**src/rtl/display_scan.sv**
```systemverilog
// display_scan: converts a 14-bit binary value (clamped to 0..9999) into four
// BCD digits using a sequential double-dabble engine. It then blanks leading
// zeros and time-multiplexes the digits onto one 4-bit code bus for a
// 4-digit common-anode display.
//
// Ports:
//   clk      system clock, rising edge
//   rst      synchronous active-high reset
//   value    binary value to display, sampled when a load is accepted
//   load     conversion request, honoured only while busy=0
//   busy     high while a conversion is in flight
//   done     one-cycle pulse when new digits become visible
//   bin      BCD code of the scanned digit (0..9, 15 = blank)
//   ssd_ctl  active-low digit enables, bit0 = ones, bit3 = thousands
module display_scan #(
    parameter int SCAN_DIV = 100000,
    parameter bit BLANK_EN = 1'b1
) (
    input  logic        clk,
    input  logic        rst,
    input  logic [13:0] value,
    input  logic        load,
    output logic        busy,
    output logic        done,
    output logic [3:0]  bin,
    output logic [3:0]  ssd_ctl
);

    localparam int            PW         = $clog2(SCAN_DIV);
    localparam logic [PW-1:0] PRESC_MAX  = PW'(SCAN_DIV - 1);
    localparam logic [13:0]   MAX_VALUE  = 14'd9999;
    // Display reads "0": three blank digits over a zero in the ones place.
    localparam logic [15:0]   DISP_RESET = 16'hFFF0;

    typedef enum logic [1:0] {
        IDLE   = 2'd0,
        SHIFT  = 2'd1,
        COMMIT = 2'd2
    } state_t;

    // Double-dabble correction: any nibble >= 5 gets +3 before the shift.
    function automatic logic [15:0] dabble_adjust(input logic [15:0] b);
        logic [15:0] r;
        r = b;
        for (int i = 0; i < 4; i++) begin
            if (b[4*i +: 4] >= 4'd5) begin
                r[4*i +: 4] = b[4*i +: 4] + 4'd3;
            end else begin
                r[4*i +: 4] = b[4*i +: 4];
            end
        end
        return r;
    endfunction

    // Leading-zero blanking from the thousands digit down; ones is never blanked.
    function automatic logic [15:0] blank_digits(input logic [15:0] d);
        logic [15:0] r;
        r = d;
        if (BLANK_EN && (d[15:12] == 4'd0)) begin
            r[15:12] = 4'd15;
            if (d[11:8] == 4'd0) begin
                r[11:8] = 4'd15;
                if (d[7:4] == 4'd0) begin
                    r[7:4] = 4'd15;
                end else begin
                    r[7:4] = d[7:4];
                end
            end else begin
                r[11:8] = d[11:8];
            end
        end else begin
            r = d;
        end
        return r;
    endfunction

    state_t        state_r;
    logic [13:0]   sr_r;
    logic [15:0]   bcd_r;
    logic [3:0]    cnt_r;
    logic          busy_r;
    logic          done_r;
    logic [15:0]   disp_r;
    logic [PW-1:0] presc_r;
    logic [1:0]    idx_r;
    logic [3:0]    bin_r;
    logic [3:0]    ssd_ctl_r;

    logic [13:0]   value_clamped_s;
    logic [15:0]   adj_s;
    logic [15:0]   disp_next_s;
    logic [1:0]    idx_next_s;
    logic [3:0]    bin_next_s;

    // Clamp, dabble correction and next display contents.
    always_comb begin
        value_clamped_s = value;
        adj_s           = dabble_adjust(bcd_r);
        disp_next_s     = disp_r;
        if (value > MAX_VALUE) begin
            value_clamped_s = MAX_VALUE;
        end else begin
            value_clamped_s = value;
        end
        if (state_r == COMMIT) begin
            disp_next_s = blank_digits(bcd_r);
        end else begin
            disp_next_s = disp_r;
        end
    end

    // Next scan index and the digit code that will be visible with it.
    always_comb begin
        idx_next_s = idx_r;
        bin_next_s = disp_next_s[3:0];
        if (presc_r == PRESC_MAX) begin
            idx_next_s = idx_r + 2'd1;
        end else begin
            idx_next_s = idx_r;
        end
        case (idx_next_s)
            2'd0:    bin_next_s = disp_next_s[3:0];
            2'd1:    bin_next_s = disp_next_s[7:4];
            2'd2:    bin_next_s = disp_next_s[11:8];
            2'd3:    bin_next_s = disp_next_s[15:12];
            default: bin_next_s = 4'd15;
        endcase
    end

    // Conversion FSM: capture, 14 correct-and-shift steps, then commit to the display.
    always_ff @(posedge clk) begin
        if (rst) begin
            state_r <= IDLE;
            sr_r    <= 14'd0;
            bcd_r   <= 16'd0;
            cnt_r   <= 4'd0;
            busy_r  <= 1'b0;
            done_r  <= 1'b0;
            disp_r  <= DISP_RESET;
        end else begin
            done_r <= 1'b0;
            case (state_r)
                IDLE: begin
                    if (load) begin
                        sr_r    <= value_clamped_s;
                        bcd_r   <= 16'd0;
                        cnt_r   <= 4'd14;
                        busy_r  <= 1'b1;
                        state_r <= SHIFT;
                    end
                end
                SHIFT: begin
                    {bcd_r, sr_r} <= {adj_s, sr_r} << 5'd1;
                    cnt_r         <= cnt_r - 4'd1;
                    if (cnt_r == 4'd1) begin
                        state_r <= COMMIT;
                    end
                end
                COMMIT: begin
                    disp_r  <= disp_next_s;
                    done_r  <= 1'b1;
                    busy_r  <= 1'b0;
                    state_r <= IDLE;
                end
                default: begin
                    busy_r  <= 1'b0;
                    state_r <= IDLE;
                end
            endcase
        end
    end

    // Free-running scan prescaler and digit index; outputs track the next display value.
    always_ff @(posedge clk) begin
        if (rst) begin
            presc_r   <= {PW{1'b0}};
            idx_r     <= 2'd0;
            bin_r     <= 4'd0;
            ssd_ctl_r <= 4'b1110;
        end else begin
            if (presc_r == PRESC_MAX) begin
                presc_r <= {PW{1'b0}};
            end else begin
                presc_r <= presc_r + PW'(1);
            end
            idx_r     <= idx_next_s;
            bin_r     <= bin_next_s;
            ssd_ctl_r <= ~(4'b0001 << idx_next_s);
        end
    end

    assign busy    = busy_r;
    assign done    = done_r;
    assign bin     = bin_r;
    assign ssd_ctl = ssd_ctl_r;

endmodule
```
**config.mk**
```make
export PLATFORM = sky130hd
export DESIGN_NAME = display_scan
export DESIGN_NICKNAME = d
export VERILOG_FILES = /design/src/rtl/display_scan.sv
export SDC_FILE = /design/constraint.sdc
export NUM_CORES = 1
export LEC_CHECK = 0
export CAP_MARGIN = 5
export CELL_PAD_IN_SITES_DETAIL_PLACEMENT = 2
export CELL_PAD_IN_SITES_GLOBAL_PLACEMENT = 2
export CORE_MARGIN = 10
export CORE_UTILIZATION = 28
export CTS_CLUSTER_SIZE = 28
export DETAILED_ROUTE_END_ITERATION = 7
export GPL_TIMING_DRIVEN = 1
export PLACE_DENSITY = 0.69
export SLEW_MARGIN = 20
export SYNTH_ARGS = -nofsm -noshare
export SYNTH_HDL_FRONTEND = slang
export SYNTH_SLANG_ARGS = --single-unit
```
**constraint.sdc**
```tcl
create_clock -name clk -period 1.9 [get_ports clk]
set_input_delay 0.38 -clock clk [delete_from_list [all_inputs] [get_ports clk]]
set_output_delay 0.38 -clock clk [all_outputs]
set_load 0.05 [all_outputs]
```
-- Yosys cells after proc, flatten, opt, wreduce, memory -nomap -nowiden
Index checks and enable logic that the tools add are counted.
- add/subtract/negate cells: 7
- order comparisons: 5
- eq/ne operators: 9
- shift-type cells: 1
- mux-type cells: 24
- bitwise gates (word level): 2
- reduce and logical (&&, ||, !) cells: 10
- operators with widths (kind ; count):
    $mux W16 ; 2
    $pmux W16 S2 ; 1
    $mux W14 ; 2
    $mux W4 ; 7
    $pmux W14 S2 ; 1
    $add A17 B1 Y17 const B ; 1
    $eq A17 B17 Y1 const B ; 1
    $ge A4 B3 Y1 const B ; 4
    $pmux W4 S4 ; 1
    $gt A14 B14 Y1 const B ; 1
    $add A4 B2 Y4 const B ; 3
    $logic_not A4 Y1 ; 3
    $mux W12 ; 1
    $pmux W4 S2 ; 1
    $eq A2 B2 Y1 const B ; 3
    $mux W2 ; 3
    $reduce_and A2 Y1 ; 3
    $eq A2 B1 Y1 const B ; 2
    $eq A4 B1 Y1 const B ; 1
    $logic_not A2 Y1 ; 2
    $ne A2 B2 Y1 const B ; 2
    $not A4 Y4 ; 1
    $pmux W2 S2 ; 1
    $shl A1 B2 Y4 const A ; 1
    9 further kinds ; 10
- register bits after elaboration: 81
- input bits: 17
- output and inout bits: 10
- word-level logic and storage cells: 69

-- Logic depth before layout (Yosys ltp)
- word-level depth: 6
- gate-level depth with buffers: 7
- mapped depth without buffers: 7

-- Least setup slack after synthesis
Ideal clock, no wire load.
- kind: reg2reg
- start point: register presc_r[8]
- end point: register bin_r[0], in the netlist bin[0]
- setup time: 0.103 ns
- arrival: 2.018 ns
- data required time: 1.797 ns
- setup slack: -0.222 ns
- stages on the path, launching flop included: 6
- path buffers: 0
- clock period less this slack: 2.122 ns
- path through: dfxtp_1 or4b_4 or4_4 xnor2_4 nor3_1 a2111oi_2
- longest elaborated chain between the ends: 4
- elaborated cells between the ends (all ways): 7
- those cells by class: eq/ne: 4; mux: 2; reduce/logical: 1
- ends and longest elaborated chain (item ; line ; source):
    start: declaration ; 84 ; logic [PW-1:0] presc_r;
    start signal: assignment ; 176 ; presc_r <= {PW{1'b0}};
    start signal: assignment ; 182 ; presc_r <= {PW{1'b0}};
    start signal: assignment ; 184 ; presc_r <= presc_r + PW'(1);
    $eq A17 B17 Y1 * ; 116 ; if (presc_r == PRESC_MAX) begin
    $mux W2 * ; 116 ;
    $eq A2 B2 Y1 (tied with other cells) ; 121 ; case (idx_next_s)
    $pmux W4 S4 * ; 121 ;
    end signal: assignment ; 187 ; bin_r <= bin_next_s;
    end: declaration ; 86 ; logic [3:0] bin_r;
Mark *: on every way between the ends. The rest lies on a longest branch, timed or not.
A chain may end at the register's enable or synchronous reset.

-- Worst setup path in the final report
- start point: register presc_r[11]
- end point: register ssd_ctl_r[3], in the netlist ssd_ctl[3]
- longest elaborated chain between the ends: 4
- ends and longest elaborated chain (item ; line ; source):
    $eq A17 B17 Y1 ; 116 ;
    $mux W2 ; 116 ;
    $shl A1 B2 Y4 ; 188 ; ssd_ctl_r <= ~(4'b0001 << idx_next_s);
    $not A4 Y4 ; 188 ;
    end signal: assignment ; 188 ;
    end: declaration ; 87 ; logic [3:0] ssd_ctl_r;
No other way between the ends.

==> flow_summary.toml <==
[placed_design]
post-dp-hpwl_um = 8570
placed_area_um2 = 4670
portBuffers = 26
placed_cells = 685
place_congestion = 0.760
place_ws_ns = -0.180

[power_and_ir_drop]
power_leakage_nw = 2.01
vdd_ir_drop_max_mv = 0.340
p_per_area_nw_per_um2 = 723

[global_route]
grt_pass1_vias = 3883
globalRoute.totalOverflow = 0
grt_pass1_wl_um = 19500
grt_max_degree = 36
antenna_found_initial = 0
grt_use_total_pct = 13.2

[timing]
grt_setup_unrepaired = "true"
worst_slack_ns = -0.109
final_hold_viol_count = 0
fmax_mhz = 498
timing.slew.headroom_pct = 60.5
setup-tns-final_ns = -1.03
slew_viol_final = 0
finalClockSkew_ns = 0.00774
fin_crit_ns = 2.01
finalCritPeriodShare_pct = 106
worst_pin_slew_ns = 0.591
setup_violations = 21

[floorplanning]
die_w_um = 136
initial_utilization_pct = 28.5
dieArea_um2 = 18400
std_cell_rows = 42
coreArea_um2 = 13200
chipHeight_um = 136
pin_count = 27

[route]
drt_iter0_markers = 153
vias = 3572
antenna_left = 0
firstDrtPassIters = 4
drc = 0
vias_per_cell = 5.04
drt-wirelength-per-cell_um = 17.6
wirelength_um = 12500

[logic_synthesis]
ys_seq_area_share_pct = 43.2
ys_ff_latch = 81
async_reset_ff_share_pct = 0
synth-edff-count = 0
synthesis.area_um2 = 3750
synthDistinctLibCells = 54
ys.warnings.count = 0
syn_nets = 468
synth.avg_cell_area_um2 = 8.53
synth_flop_cell = "dfxtp_1"
syn_inst = 440

[finish]
mostFrequentLayoutCell = "dfxtp_1"
mostFrequentLayoutCells = "dfxtp_1, nor2_1, buf_4"
drive_gt1_share_pct = 22.5
antennaDiodeCount = 0
design_area_um2 = 5120
area_growth_pct = 36.5
multi_input_area_um2 = 2080
final_cells = 709
fill_cells = 1474
fin_nets = 556
fin_util_pct = 38.8
regArea_um2 = 1630

[cts]
cts_inserted_buffers = 9
cts.sinks = 81
cts.path.max_buffers = 2
clk_pin_slew_ns = 0.06
root_buffer = "clkbuf_16"
tritoncts = "yes"
htree_levels = 3
insertion_delay_ns = 0.35
cts_hold_buf = 0

[run_status]
status = "finished with violations"
failed_checks = "negative setup slack"

[setup_path]
endpoint_kind = "flop"
crit_arrival_ns = 2.25
startpoint_type = "flop"
crit_required_ns = 2.15
cp_max_fo = 5
crit_type = "reg2reg"

[job]
drv_cap = 0

[min_path]
hp-class = "in2reg"
## where the power goes
group          internal (W)  leakage (nW)  total [W]  switching (W)
sequential          0.00174         0.659    0.00177      0.0000303
combinational      0.000148          1.22   0.000329       0.000181
clock              0.000878         0.130    0.00160       0.000721
total               0.00277          2.01    0.00370       0.000932
## state kept, by name (all words and copies together), names as in the netlist
| signal | flops |
|---|---|
| disp_r | 16 |
| ssd_ctl | 4 |
| cnt_r | 4 |
| bcd_r | 16 |
| state_r | 2 |
| busy | 1 |
| sr_r | 14 |
| presc_r | 17 |
| bin | 4 |
| done | 1 |
| idx_r | 2 |
## final timing paths
kind / depth (start not counted) / slack, ns / endpoint / start
max: 6 / -0.11 / ssd_ctl[3]$_SDFF_PP1_ / presc_r[11]$_SDFF_PP0_
min: 2 / 0.37 / bcd_r[1]$_SDFFE_PP0P_ / rst
max reg2reg: 6 / -0.11 / ssd_ctl[3]$_SDFF_PP1_ / presc_r[11]$_SDFF_PP0_
min reg2reg: 2 / 0.46 / sr_r[8]$_SDFFE_PP0P_ / sr_r[8]$_SDFFE_PP0P_
## synthesized netlist by cell type (all sizes together), types with 3 or more instances
cell type | instances | area (um2)
a211oi | 8 | 60.1
a21o | 3 | 22.5
a21oi | 18 | 90.1
a221oi | 6 | 52.6
a222oi | 6 | 60.1
a22oi | 9 | 67.6
and3 | 3 | 20.0
buf | 4 | 17.5
clkbuf | 17 | 63.8
dfxtp | 81 | 1620
ha | 11 | 138
inv | 23 | 86.3
mux2i | 6 | 60.1
nand2 | 32 | 120
nand2b | 8 | 50.1
nand3 | 16 | 80.1
nor2 | 70 | 263
nor2b | 3 | 18.8
nor3 | 12 | 60.1
nor4 | 4 | 31.3
o21ai | 35 | 175
o221ai | 3 | 26.3
o32ai | 4 | 35.0
or2 | 3 | 18.8
xnor2 | 15 | 150
xor2 | 7 | 61.3
## timing repair
| action | 4_1_cts | 5_1_grt |
|---|---|---|
| endpoints found under the setup margin | 23 | 24 |
| gates cloned | 0 | 1 |
| buffers inserted | 2 | 5 |
| resized for setup | 7 | 19 |
| pin swaps | 3 | 5 |
## logic make-up (layout without fill, tap and decap cells)
group / count (synthesis) / in the layout / synth area share [%]
muxes: 8 / 8 / 2.20
buffers and inverters: 44 / 137 / 4.47
xor gates and xnor gates: 22 / 22 / 5.63
and+or+nand+nor: 162 / 162 / 20.4
adders and majority gates: 11 / 11 / 3.67
DFF: 81 / 81 / 43.2
AOI/OAI and AO/OA: 112 / 112 / 20.5
## critical path: stages, from the launching register on
cell      delay [ns]
dfxtp_2         0.32
or4b_4          0.55
or4_4           0.48
xnor2_4         0.18
buf_4           0.16
buf_6           0.10
nand2b_4        0.12
## area by class of cell
cell class / instances / share of cell area [%]
multi-input cells: 315 / 40.6
flip-flops and latches: 81 / 31.7
repair buffers: 98 / 16.7
clock buffers: 12 / 4.62
well taps: 176 / 4.30
inverters: 23 / 1.68
clock inverters: 4 / 0.391
## stage by stage
| step | hold WS [ns] | total power (W) |
|---|---|---|
| floorplan | 0.429 | 0.00197 |
| global placement | 0.441 | 0.00211 |
| detailed placement | 0.449 | 0.00213 |
| CTS | 0.367 | 0.00373 |
| global route | 0.381 | 0.00387 |
| finish | 0.372 | 0.00370 |
## metal layers
layer / share of wire, % / global-route usage, % / vias to the layer above
li1: - / - / 1744
met1: 46 / 15.5 / 1781
met2: 51 / 22.7 / 33
met3: 1.7 / 2.49 / 14
met4: 1.8 / 5.80 / 0
met5: 0 / 0 / -
Power figures use the tool's default switching activity.
